`src/rtl/alu_pkg.sv`:
```
// ---------------------------------------------------------------------------
// alu_pkg
// Shared types for the sequential ALU:
//   alucontrol_t  - 4-bit operation encodings (legacy 3-bit ops zero-extended)
//   state_t       - handshake FSM states
//   is_multicycle - true for the iterative mul/mulhu/divu/remu group
// ---------------------------------------------------------------------------
package alu_pkg;

  typedef enum logic [3:0] {
    ALU_AND   = 4'b0000,
    ALU_OR    = 4'b0001,
    ALU_ADD   = 4'b0010,
    ALU_XOR   = 4'b0011,
    ALU_SLL   = 4'b0100,
    ALU_SRL   = 4'b0101,
    ALU_SUB   = 4'b0110,
    ALU_SLT   = 4'b0111,
    ALU_MUL   = 4'b1000,
    ALU_MULHU = 4'b1001,
    ALU_DIVU  = 4'b1010,
    ALU_REMU  = 4'b1011,
    ALU_SRA   = 4'b1101,
    ALU_SLTU  = 4'b1111
  } alucontrol_t;

  typedef enum logic [1:0] {
    IDLE = 2'd0,
    BUSY = 2'd1,
    DONE = 2'd2
  } state_t;

  // The iterative group occupies 10xx: bit 1 selects divide, bit 0 selects
  // the upper half (mulhu / remu).
  function automatic logic is_multicycle(input logic [3:0] op);
    return op[3:2] == 2'b10;
  endfunction

endpackage

```
`src/rtl/iter_muldiv.sv`:
```
// ---------------------------------------------------------------------------
// iter_muldiv
// One-bit-per-cycle unsigned multiply (shift-add) and divide (restoring).
// A single 2*WIDTH accumulator is shared:
//   multiply: {partial product high, remaining multiplier bits}
//   divide:   {partial remainder, dividend bits / quotient bits}
// Ports:
//   clk, reset  - clock, synchronous active-high reset
//   start       - load a, b and op; iteration begins next cycle
//   op[1:0]     - bit 1: divide (else multiply); bit 0: upper half result
//   a, b        - operands (multiplicand/multiplier or dividend/divisor)
//   done        - high during the cycle that performs the final iteration
//   result      - value of the selected half after that final iteration,
//                 valid while done is high
// ---------------------------------------------------------------------------
module iter_muldiv #(
  parameter int WIDTH = 32
) (
  input  logic             clk,
  input  logic             reset,
  input  logic             start,
  input  logic [1:0]       op,
  input  logic [WIDTH-1:0] a,
  input  logic [WIDTH-1:0] b,
  output logic             done,
  output logic [WIDTH-1:0] result
);

  localparam int CW = $clog2(WIDTH) + 1;
  localparam logic [CW-1:0] CNT_LAST = CW'(WIDTH - 1);
  localparam logic [CW-1:0] CNT_TERM = CW'(WIDTH);

  logic [CW-1:0]        cnt_q, cnt_d;
  logic                 active_q, active_d;
  logic                 is_div_q, is_div_d;
  logic                 sel_hi_q, sel_hi_d;
  logic [WIDTH-1:0]     opnd_q, opnd_d;     // multiplicand or divisor
  logic [2*WIDTH-1:0]   acc_q, acc_d;
  logic [2*WIDTH-1:0]   acc_step;
  logic [WIDTH:0]       sum;
  logic [WIDTH:0]       shifted;
  logic [WIDTH:0]       diff;

  // One iteration of the selected algorithm applied to the accumulator.
  always_comb begin
    // Shift-add: add multiplicand into the high half when the current
    // multiplier LSB is set, then shift the whole product right by one.
    sum     = {1'b0, acc_q[2*WIDTH-1:WIDTH]} + {1'b0, (acc_q[0] ? opnd_q : '0)};
    // Restoring divide: bring the next dividend bit into the remainder and
    // trial-subtract the divisor; a borrow means restore.
    shifted = {acc_q[2*WIDTH-1:WIDTH], acc_q[WIDTH-1]};
    diff    = shifted - {1'b0, opnd_q};
    if (is_div_q) begin
      if (diff[WIDTH]) begin
        acc_step = {shifted[WIDTH-1:0], acc_q[WIDTH-2:0], 1'b0};
      end else begin
        acc_step = {diff[WIDTH-1:0], acc_q[WIDTH-2:0], 1'b1};
      end
    end else begin
      acc_step = {sum, acc_q[WIDTH-1:1]};
    end
  end

  assign done   = active_q && (cnt_q == CNT_LAST);
  assign result = sel_hi_q ? acc_step[2*WIDTH-1:WIDTH] : acc_step[WIDTH-1:0];

  always_comb begin
    cnt_d    = cnt_q;
    active_d = active_q;
    is_div_d = is_div_q;
    sel_hi_d = sel_hi_q;
    opnd_d   = opnd_q;
    acc_d    = acc_q;
    if (start) begin
      active_d = 1'b1;
      cnt_d    = '0;
      is_div_d = op[1];
      sel_hi_d = op[0];
      opnd_d   = op[1] ? b : a;
      acc_d    = {{WIDTH{1'b0}}, (op[1] ? a : b)};
    end else if (active_q) begin
      acc_d = acc_step;
      // Counter stops at the terminal count rather than wrapping.
      if (cnt_q != CNT_TERM) begin
        cnt_d = cnt_q + 1'b1;
      end
      if (cnt_q == CNT_LAST) begin
        active_d = 1'b0;
      end
    end
  end

  always_ff @(posedge clk) begin
    if (reset) begin
      cnt_q    <= '0;
      active_q <= 1'b0;
      is_div_q <= 1'b0;
      sel_hi_q <= 1'b0;
      opnd_q   <= '0;
      acc_q    <= '0;
    end else begin
      cnt_q    <= cnt_d;
      active_q <= active_d;
      is_div_q <= is_div_d;
      sel_hi_q <= sel_hi_d;
      opnd_q   <= opnd_d;
      acc_q    <= acc_d;
    end
  end

endmodule

```
`src/rtl/alu_seq.sv`:
```
// ---------------------------------------------------------------------------
// alu_seq
// Multi-cycle ALU with valid/ready handshakes on both sides. Single-cycle
// ops and divide-by-zero complete in one cycle; mul/mulhu/divu/remu iterate
// WIDTH cycles in iter_muldiv.
// Ports:
//   clk, reset            - clock, synchronous active-high reset
//   in_valid / in_ready   - operation handshake (srca, srcb, alucontrol)
//   out_valid / out_ready - result handshake (aluresult, zero)
//   aluresult, zero       - registered result and result==0 flag
// ---------------------------------------------------------------------------
module alu_seq
  import alu_pkg::*;
#(
  parameter int WIDTH = 32
) (
  input  logic             clk,
  input  logic             reset,
  input  logic             in_valid,
  output logic             in_ready,
  input  logic [WIDTH-1:0] srca,
  input  logic [WIDTH-1:0] srcb,
  input  logic [3:0]       alucontrol,
  output logic             out_valid,
  input  logic             out_ready,
  output logic [WIDTH-1:0] aluresult,
  output logic             zero
);

  localparam int SHW = $clog2(WIDTH);

  state_t           state_q, state_d;
  logic [WIDTH-1:0] aluresult_q, aluresult_d;
  logic             zero_q, zero_d;

  logic [WIDTH-1:0] single_result;
  logic [SHW-1:0]   shamt;
  logic             div_by_zero;
  logic             go_iter;
  logic             accept;
  logic             iter_start;
  logic             iter_done;
  logic [WIDTH-1:0] iter_result;

  assign shamt       = srcb[SHW-1:0];
  assign div_by_zero = (srcb == '0);
  // Divide by zero is answered directly instead of iterating.
  assign go_iter     = is_multicycle(alucontrol) && !(alucontrol[1] && div_by_zero);

  // Single-cycle results; illegal opcodes fall through to zero.
  always_comb begin
    single_result = '0;
    case (alucontrol)
      ALU_ADD:  single_result = srca + srcb;
      ALU_SUB:  single_result = srca - srcb;
      ALU_AND:  single_result = srca & srcb;
      ALU_OR:   single_result = srca | srcb;
      ALU_XOR:  single_result = srca ^ srcb;
      ALU_SLT:  single_result = {{(WIDTH-1){1'b0}}, ($signed(srca) < $signed(srcb))};
      ALU_SLTU: single_result = {{(WIDTH-1){1'b0}}, (srca < srcb)};
      ALU_SLL:  single_result = srca << shamt;
      ALU_SRL:  single_result = srca >> shamt;
      ALU_SRA:  single_result = $unsigned($signed(srca) >>> shamt);
      ALU_DIVU: single_result = '1;    // only reached when srcb == 0
      ALU_REMU: single_result = srca;  // only reached when srcb == 0
      default:  single_result = '0;
    endcase
  end

  // DONE also accepts a new op when the current result is being consumed.
  assign in_ready  = (state_q == IDLE) || ((state_q == DONE) && out_ready);
  assign out_valid = (state_q == DONE);
  assign accept    = in_valid && in_ready;
  assign aluresult = aluresult_q;
  assign zero      = zero_q;

  always_comb begin
    state_d     = state_q;
    aluresult_d = aluresult_q;
    zero_d      = zero_q;
    iter_start  = 1'b0;
    case (state_q)
      IDLE, DONE: begin
        if ((state_q == DONE) && out_ready && !in_valid) begin
          state_d = IDLE;
        end
        if (accept) begin
          if (go_iter) begin
            iter_start = 1'b1;
            state_d    = BUSY;
          end else begin
            aluresult_d = single_result;
            zero_d      = (single_result == '0);
            state_d     = DONE;
          end
        end
      end
      BUSY: begin
        if (iter_done) begin
          aluresult_d = iter_result;
          zero_d      = (iter_result == '0);
          state_d     = DONE;
        end
      end
      default: state_d = IDLE;
    endcase
  end

  always_ff @(posedge clk) begin
    if (reset) begin
      state_q     <= IDLE;
      aluresult_q <= '0;
      zero_q      <= 1'b1;
    end else begin
      state_q     <= state_d;
      aluresult_q <= aluresult_d;
      zero_q      <= zero_d;
    end
  end

  iter_muldiv #(
    .WIDTH (WIDTH)
  ) u_iter_muldiv (
    .clk    (clk),
    .reset  (reset),
    .start  (iter_start),
    .op     (alucontrol[1:0]),
    .a      (srca),
    .b      (srcb),
    .done   (iter_done),
    .result (iter_result)
  );

endmodule

```
`config.mk`:
```
export PLATFORM = sky130hd
export DESIGN_NAME = alu_seq
export DESIGN_NICKNAME = d
export VERILOG_FILES = /design/src/rtl/alu_pkg.sv /design/src/rtl/iter_muldiv.sv /design/src/rtl/alu_seq.sv
export SDC_FILE = /design/constraint.sdc
export NUM_CORES = 1
export LEC_CHECK = 0
export ABC_AREA = 0
export CAP_MARGIN = 20
export CORE_UTILIZATION = 35
export CTS_CLUSTER_DIAMETER = 40
export DETAILED_ROUTE_END_ITERATION = 10
export HOLD_SLACK_MARGIN = 0.05
export SETUP_SLACK_MARGIN = 0.3
export SYNTH_ARGS = -nofsm -noshare
export SYNTH_HDL_FRONTEND = slang
export SYNTH_HIERARCHICAL = 1
export SYNTH_SLANG_ARGS = --single-unit
```
`constraint.sdc`:
```
create_clock -name clk -period 7.9 [get_ports clk]
set_input_delay 1.975 -clock clk [delete_from_list [all_inputs] [get_ports clk]]
set_output_delay 1.975 -clock clk [all_outputs]
set_load 0.02 [all_outputs]
```
# --- Word-level counts from Yosys, hierarchy flattened ---
# Index checks and enable logic that the tools add are counted.
word_totals:
  ff_bits: 140
  output_inout_bits: 35
  wordCells: 92
op_classes:
  n_addsub: 5
  magnitude_cmp: 2
  n_eq_ne: 20
  shifts: 3
  n_mux: 28
  n_bitwise: 3
  reduce_logical: 21
ops:
  columns: ["operator", "n"]
  rows:
  - ["32-bit case mux with 12 select lines", 1]
  - ["32-bit 2-to-1 mux", 9]
  - ["64-bit 2-to-1 mux", 2]
  - ["32-bit logical NOT", 3]
  - ["32-bit less-than comparator", 2]
  - ["32-bit case mux with 2 select lines", 1]
  - ["32-bit by 32-bit adder with 33-bit output", 1]
  - ["33-bit by 32-bit subtractor with 33-bit output", 1]
  - ["32-bit adder", 1]
  - ["32-bit AND", 1]
  - ["32-bit bitwise OR", 1]
  - ["32-bit by 5-bit << shifter with 32-bit output", 1]
  - ["32-bit by 5-bit >> shifter with 32-bit output", 1]
  - ["32-bit by 5-bit >>> shifter with 32-bit output", 1]
  - ["32-bit subtractor", 1]
  - ["32-bit bitwise XOR", 1]
  - ["4-bit by 3-bit equality test with 1-bit output, second input constant", 4]
  - ["4-bit equality test, second input constant", 4]
  - ["1-bit 2-to-1 mux", 9]
  - ["4-bit by 2-bit equality test with 1-bit output, second input constant", 2]
  - ["2-bit 2-to-1 mux", 4]
  - ["6-bit by 1-bit adder with 6-bit output, second input constant", 1]
  - ["6-bit by 5-bit equality test with 1-bit output, second input constant", 1]
  - ["1-bit logical AND", 6]
  - ["16 further kinds", 23]

# --- Depth between registers and ports, before layout ---
logic_depth:
  ltp_word: 8
  ltp_mapped: 21
  ltp_nobuf: 19

# --- By module ---
# Netlist, hierarchy kept.
modules_own_cells:
  columns: ["mod", "instances", "cells_per_inst", "area_per_inst_um2", "seq_area_each_um2"]
  rows:
  - ["alu_seq", 1, 1842, 12976.2, 700.7]
  - ["iter_muldiv", 1, 1225, 9745.6, 2102.0]

# --- Least setup slack after synthesis ---
# OpenSTA, ideal clock, no wires.
synth_path:
  path_kind: "input port to flip-flop"
  start: "in srcb[3]"
  end: "reg zero_q, in the netlist zero"
  setup_time_ps: 64
  t_arrival_ps: 5576
  t_required_ps: 7836
  path_slack_ps: 2259
  stages: 17
  n_path_buf: 4
  cell_sequence: "buf_2 > inv_1 > buf_4 > clkbuf_1 > ha_1 > buf_2 > and2_1 > a221o_1 > or2_1 > a31oi_1 > o211ai_1 > a221oi_1 > nand4_1 > or4_1 > nor4_1 > a41oi_1 > nor2_1"
synth_between:
  elab_chain_cells: 6
  word_cells_on_any_way: 21
  cone_classes: "add/sub (2); order compare (2); eq/ne (1); shift (3); mux (4); bitwise (3); reduce/logical (6)"
synth_lines:
  columns: ["element", "line_no", "text"]
  rows:
  - ["from (decl)", "alu_seq.sv:22", "input logic [WIDTH-1:0] srcb,"]
  - ["32-bit subtractor, or another cell as far along", "alu_seq.sv:55", "ALU_SUB: single_result = srca - srcb;"]
  - ["32-bit case mux with 12 select lines / 1-bit logical AND (equally long branches)", "alu_seq.sv:53, alu_seq.sv:48", null]
  - ["32-bit logical NOT / 1-bit logical NOT (equally long branches)", "alu_seq.sv:93, alu_seq.sv:48", null]
  - ["1-bit 2-to-1 mux / 1-bit logical AND (equally long branches)", "alu_seq.sv:88, alu_seq.sv:48", null]
  - ["1-bit 2-to-1 mux / 2-bit inequality test (equally long branches)", null, null]
  - ["1-bit case mux with 2 select lines / 4-bit AND reduction (equally long branches)", null, null]
  - ["to (signal assigned)", "alu_seq.sv:117", "zero_q <= zero_d;"]
  - ["to (decl)", "alu_seq.sv:34", "logic zero_q, zero_d;"]
# Several ways; a longest one is shown, not always the timed one. The select of a mux whose other input is x is not followed.
# A chain may end at the register's enable or synchronous reset.

# --- Final worst setup path ---
layout_path:
  start: "in srca[0]"
  end: "reg zero_q, in the netlist zero"
layout_between:
  elab_chain_cells: 6
  word_cells_on_any_way: 15
  cone_classes: "add/sub (2); order compare (2); shift (3); mux (4); bitwise (3); reduce/logical (1)"
layout_lines:
  columns: ["element", "line_no", "text"]
  rows:
  - ["from (decl)", "alu_seq.sv:21", "input logic [WIDTH-1:0] srca,"]
  - ["32-bit subtractor, or another cell as far along", "alu_seq.sv:55", null]
  - ["32-bit case mux with 12 select lines *", "alu_seq.sv:53", "case (alucontrol)"]
  - ["32-bit logical NOT *", "alu_seq.sv:93", "zero_d = (single_result == '0);"]
  - ["1-bit 2-to-1 mux *", "alu_seq.sv:88", "if (go_iter) begin"]
  - ["1-bit 2-to-1 mux *", "alu_seq.sv:87", "if (accept) begin"]
  - ["1-bit case mux with 2 select lines *", "alu_seq.sv:82", "case (state_q)"]
# Every way passes the cells marked *; elsewhere a longest branch is shown, timed or not. The select of a mux whose other input is x is not followed.

==> impl_metrics.py <==
metrics = {
    "route": {
        "wl_mm": 102,
        "antenna_left": 0,
        "drtIter0Drc": 2892,
        "top_layer": "met5",
        "drcViolationCount": 0,
        "wl_met2_mm": 45.0,
        "wl_met3_mm": 8.55,
        "dr.pass1.iters": 6,
        "wl_per_cell_um": 26.3,
        "vias_per_cell": 6.40,
        "wl_met1_mm": 43.3,
        "num_vias": 24800,
    },
    "timing": {
        "tns_ns": 0,
        "maxSlewHeadroom": 0.134,
        "fin_crit_sh": 0.809,
        "setup_viol": 0,
        "tightest_slew_ns": 1.30,
        "rsz0062_at_grt": "no",
        "finalClockSkew_ns": 0.0144,
        "fmax_ghz": 0.157,
        "slew_violations": 0,
        "final-hold-violation-count": 0,
        "timing.final.crit_period_ns": 6.39,
    },
    "worst_setup_path": {
        "cp_slowest_cell": "or4_1",
        "path_class": "input port to register",
        "path_cells": "clkdlybuf4s50_1 > buf_4 > inv_1 > ha_1 > inv_1 > fa_1 > nor2b_1 > o311ai_1 > nand2_1 > a21boi_0 > mux2i_1 > or4_1 > a2111oi_0 > buf_4 > nand4b_1 > nor4_1 > a41oi_1 > nor2_1",
        "startpoint_type": "input port",
        "crit_family": "simple AND/OR/NAND/NOR gates",
        "path_max_fanout": 9,
        "required_ns": 8.29,
        "critPathBufInv": 5,
        "crit_path_end_kind": "register",
        "crit_arrival_ns": 6.78,
        "critPathMaxStageDelay_ns": 0.62,
    },
    "synthesis": {
        "syn-instance-count": 3067,
        "syn_nets": 3313,
        "synth-seq-cells": 140,
        "yosysWarnings": 6,
        "ys_types": 114,
        "synth_top_flop_cell": "dfxtp_1",
        "syn_avg_cell_area_um2": 7.41,
        "synth_area_mm2": 0.0227,
        "synthArstFlopShare": 0,
        "synth.yosys.seq_area_share": 0.123,
        "synth_edf_count": 0,
    },
    "floorplan": {
        "dieArea_mm2": 0.0659,
        "initial_core_util": 0.353,
        "rows": 93,
        "core-area_mm2": 0.0643,
        "pin_count": 107,
        "die_x_um": 257,
        "die_y_um": 257,
    },
    "clock_tree": {
        "clock_path_buffers": 2,
        "cts.sinks": 140,
        "clock_latency_ns": 0.45,
        "cts-resized-gates": 0,
        "cts_root_buf": "clkbuf_16",
        "clk_pin_slew_worst_paths_ns": 0.07,
        "holdBufCountCts": 0,
        "h-tree-depth": 4,
        "cts_inserted_buffers": 17,
        "cts_tree": "done",
        "cts_setup_buffers": 0,
    },
    "pwr": {
        "total_leakage_power_uw": 0.00983,
        "ir_drop_uv": 118,
        "p_seq_frac": 0.246,
        "p_clk_frac": 0.236,
        "power_density_mw_per_mm2": 129,
        "p_comb_frac": 0.518,
        "p_int_uw": 1760,
        "p_sw_frac": 0.450,
        "p_switching_uw": 1440,
    },
    "grt": {
        "grt_max_degree": 98,
        "track_usage": 0.298,
        "grt-ovfl-total": 0,
        "grt_pass1_vias": 23000,
        "grt_pass1_wl_mm": 151,
        "grt_antenna_before_repair": 4,
    },
    "status": {
        "status": "finished clean",
    },
    "place": {
        "dpl.hpwl_mm": 78.2,
        "dp_cells": 3838,
        "portBuffers": 106,
        "gp_congestion": 1.03,
    },
    "layout": {
        "fin_nets": 3249,
        "drive_gt1_frac": 0.0981,
        "register_area_mm2": 0.00281,
        "area_growth_pct": 8.71,
        "multi_input_area_mm2": 0.0181,
        "fillCellCount": 6836,
        "instances_no_fill": 3873,
    },
    "flow_run": {
        "drv_cap": 0,
    },
    "hold_path": {
        "min_path_type": "register to register",
    },
}
[power groups by stage]
stage                     Clock (uW)  Combinational (uW)  Sequential, uW
after global routing             795                1760             793
after CTS                        768                1610             787
after detailed placement           0                1600             803
after global placement             0                1610             803
final                            754                1660             788
after floorplan                    0                1090             802
[through the flow]
| stage | utilization | setup slack (ns) | total power [uW] | cell area, um2 | hold WS, ns |
|---|---|---|---|---|---|
| 3_3_place_gp | 0.375 | 0.852 | 2410 | 24100 | 0.447 |
| 6_report | 0.384 | 1.51 | 3200 | 24700 | 0.456 |
| 3_5_place_dp | 0.375 | 1.12 | 2400 | 24200 | 0.447 |
| 4_1_cts | 0.384 | 1.58 | 3160 | 24700 | 0.460 |
| 2_1_floorplan | - | 2.26 | 1900 | 22700 | 0.466 |
| 5_1_grt | 0.384 | 1.18 | 3350 | 24700 | 0.503 |
[synthesized netlist by cell type, drive strengths merged (35+ instances only)]
cell type / n / share of area
a21oi: 245 / 0.056
mux2: 55 / 0.030
clkbuf: 159 / 0.027
dfxtp: 140 / 0.12
nand2: 230 / 0.038
a211oi: 166 / 0.056
nand3: 65 / 0.015
o211ai: 53 / 0.018
nor3: 57 / 0.013
and2: 54 / 0.015
xnor2: 48 / 0.019
mux2i: 184 / 0.082
nor2: 338 / 0.057
buf: 105 / 0.030
a31oi: 35 / 0.0096
o21ai: 163 / 0.036
mux4: 47 / 0.047
ha: 170 / 0.094
inv: 148 / 0.024
[routing by layer]
metal  global-route usage  up-vias
met1                0.398    11900
met3               0.0456      267
met2                0.466     1294
met4                0.147        2
met5                    0        -
li1                     -    11300
[final timing paths]
check	start	cells past startpoint	endpoint	slack (ns)
worst min-delay path	aluresult[0]$_SDFFE_PP0P_	2	aluresult[0]$_SDFFE_PP0P_	0.46
worst min register to register	aluresult[0]$_SDFFE_PP0P_	2	aluresult[0]$_SDFFE_PP0P_	0.46
worst max-delay path	srca[0]	18	zero$_SDFFE_PP1P_	1.51
worst max register to register	u_iter_muldiv/acc_q[31]$_SDFFE_PP0P_	19	zero$_SDFFE_PP1P_	2.39
[tightest hold or removal path, cell delays in order, from the launching register on]
cell,delay [ns]
dfxtp_1,0.31
nand2_1,0.05
a21oi_1,0.05
[kinds of logic after synthesis]
| family | after synthesis | synth area share |
|---|---|---|
| AOI/OAI and AO/OA | 990 | 0.298 |
| and+or+nand+nor | 988 | 0.212 |
| buffers and inverters | 414 | 0.0818 |
| muxes | 286 | 0.159 |
| adders and majority gates | 174 | 0.0971 |
| DFF | 140 | 0.123 |
| xor gates and xnor gates | 75 | 0.0289 |
[sequential cells by signal (all words and copies together) (netlist names)]
name and flops:
aluresult 32, u_iter_muldiv/active_q 1, zero 1, u_iter_muldiv/sel_hi_q 1, u_iter_muldiv/cnt_q 6, u_iter_muldiv/acc_q 64
u_iter_muldiv/is_div_q 1, u_iter_muldiv/opnd_q 32, state_q 2
[placed cells by master, fill, tap and decap left out, drive strengths merged, types with 65 or more instances in the layout]
cell	Yosys	final
nor2	338	338
a21oi	245	245
nand2	230	230
mux2i	184	184
ha	170	170
a211oi	166	166
o21ai	163	163
inv	148	154
dfxtp	140	140
clkdlybuf4s50	0	97
buf	105	84
nand3	65	65
[cell type report]
cell class	instances	share of cell area
antenna	2	0.000203
clock buffer	18	0.0174
clock inverter	14	0.00446
inverter	150	0.0228
multi-input combinational	2513	0.734
sequential	140	0.114
tap	855	0.0433
timing repair buffer	181	0.0647
Note: power is estimated with default switching activity, not from simulation.
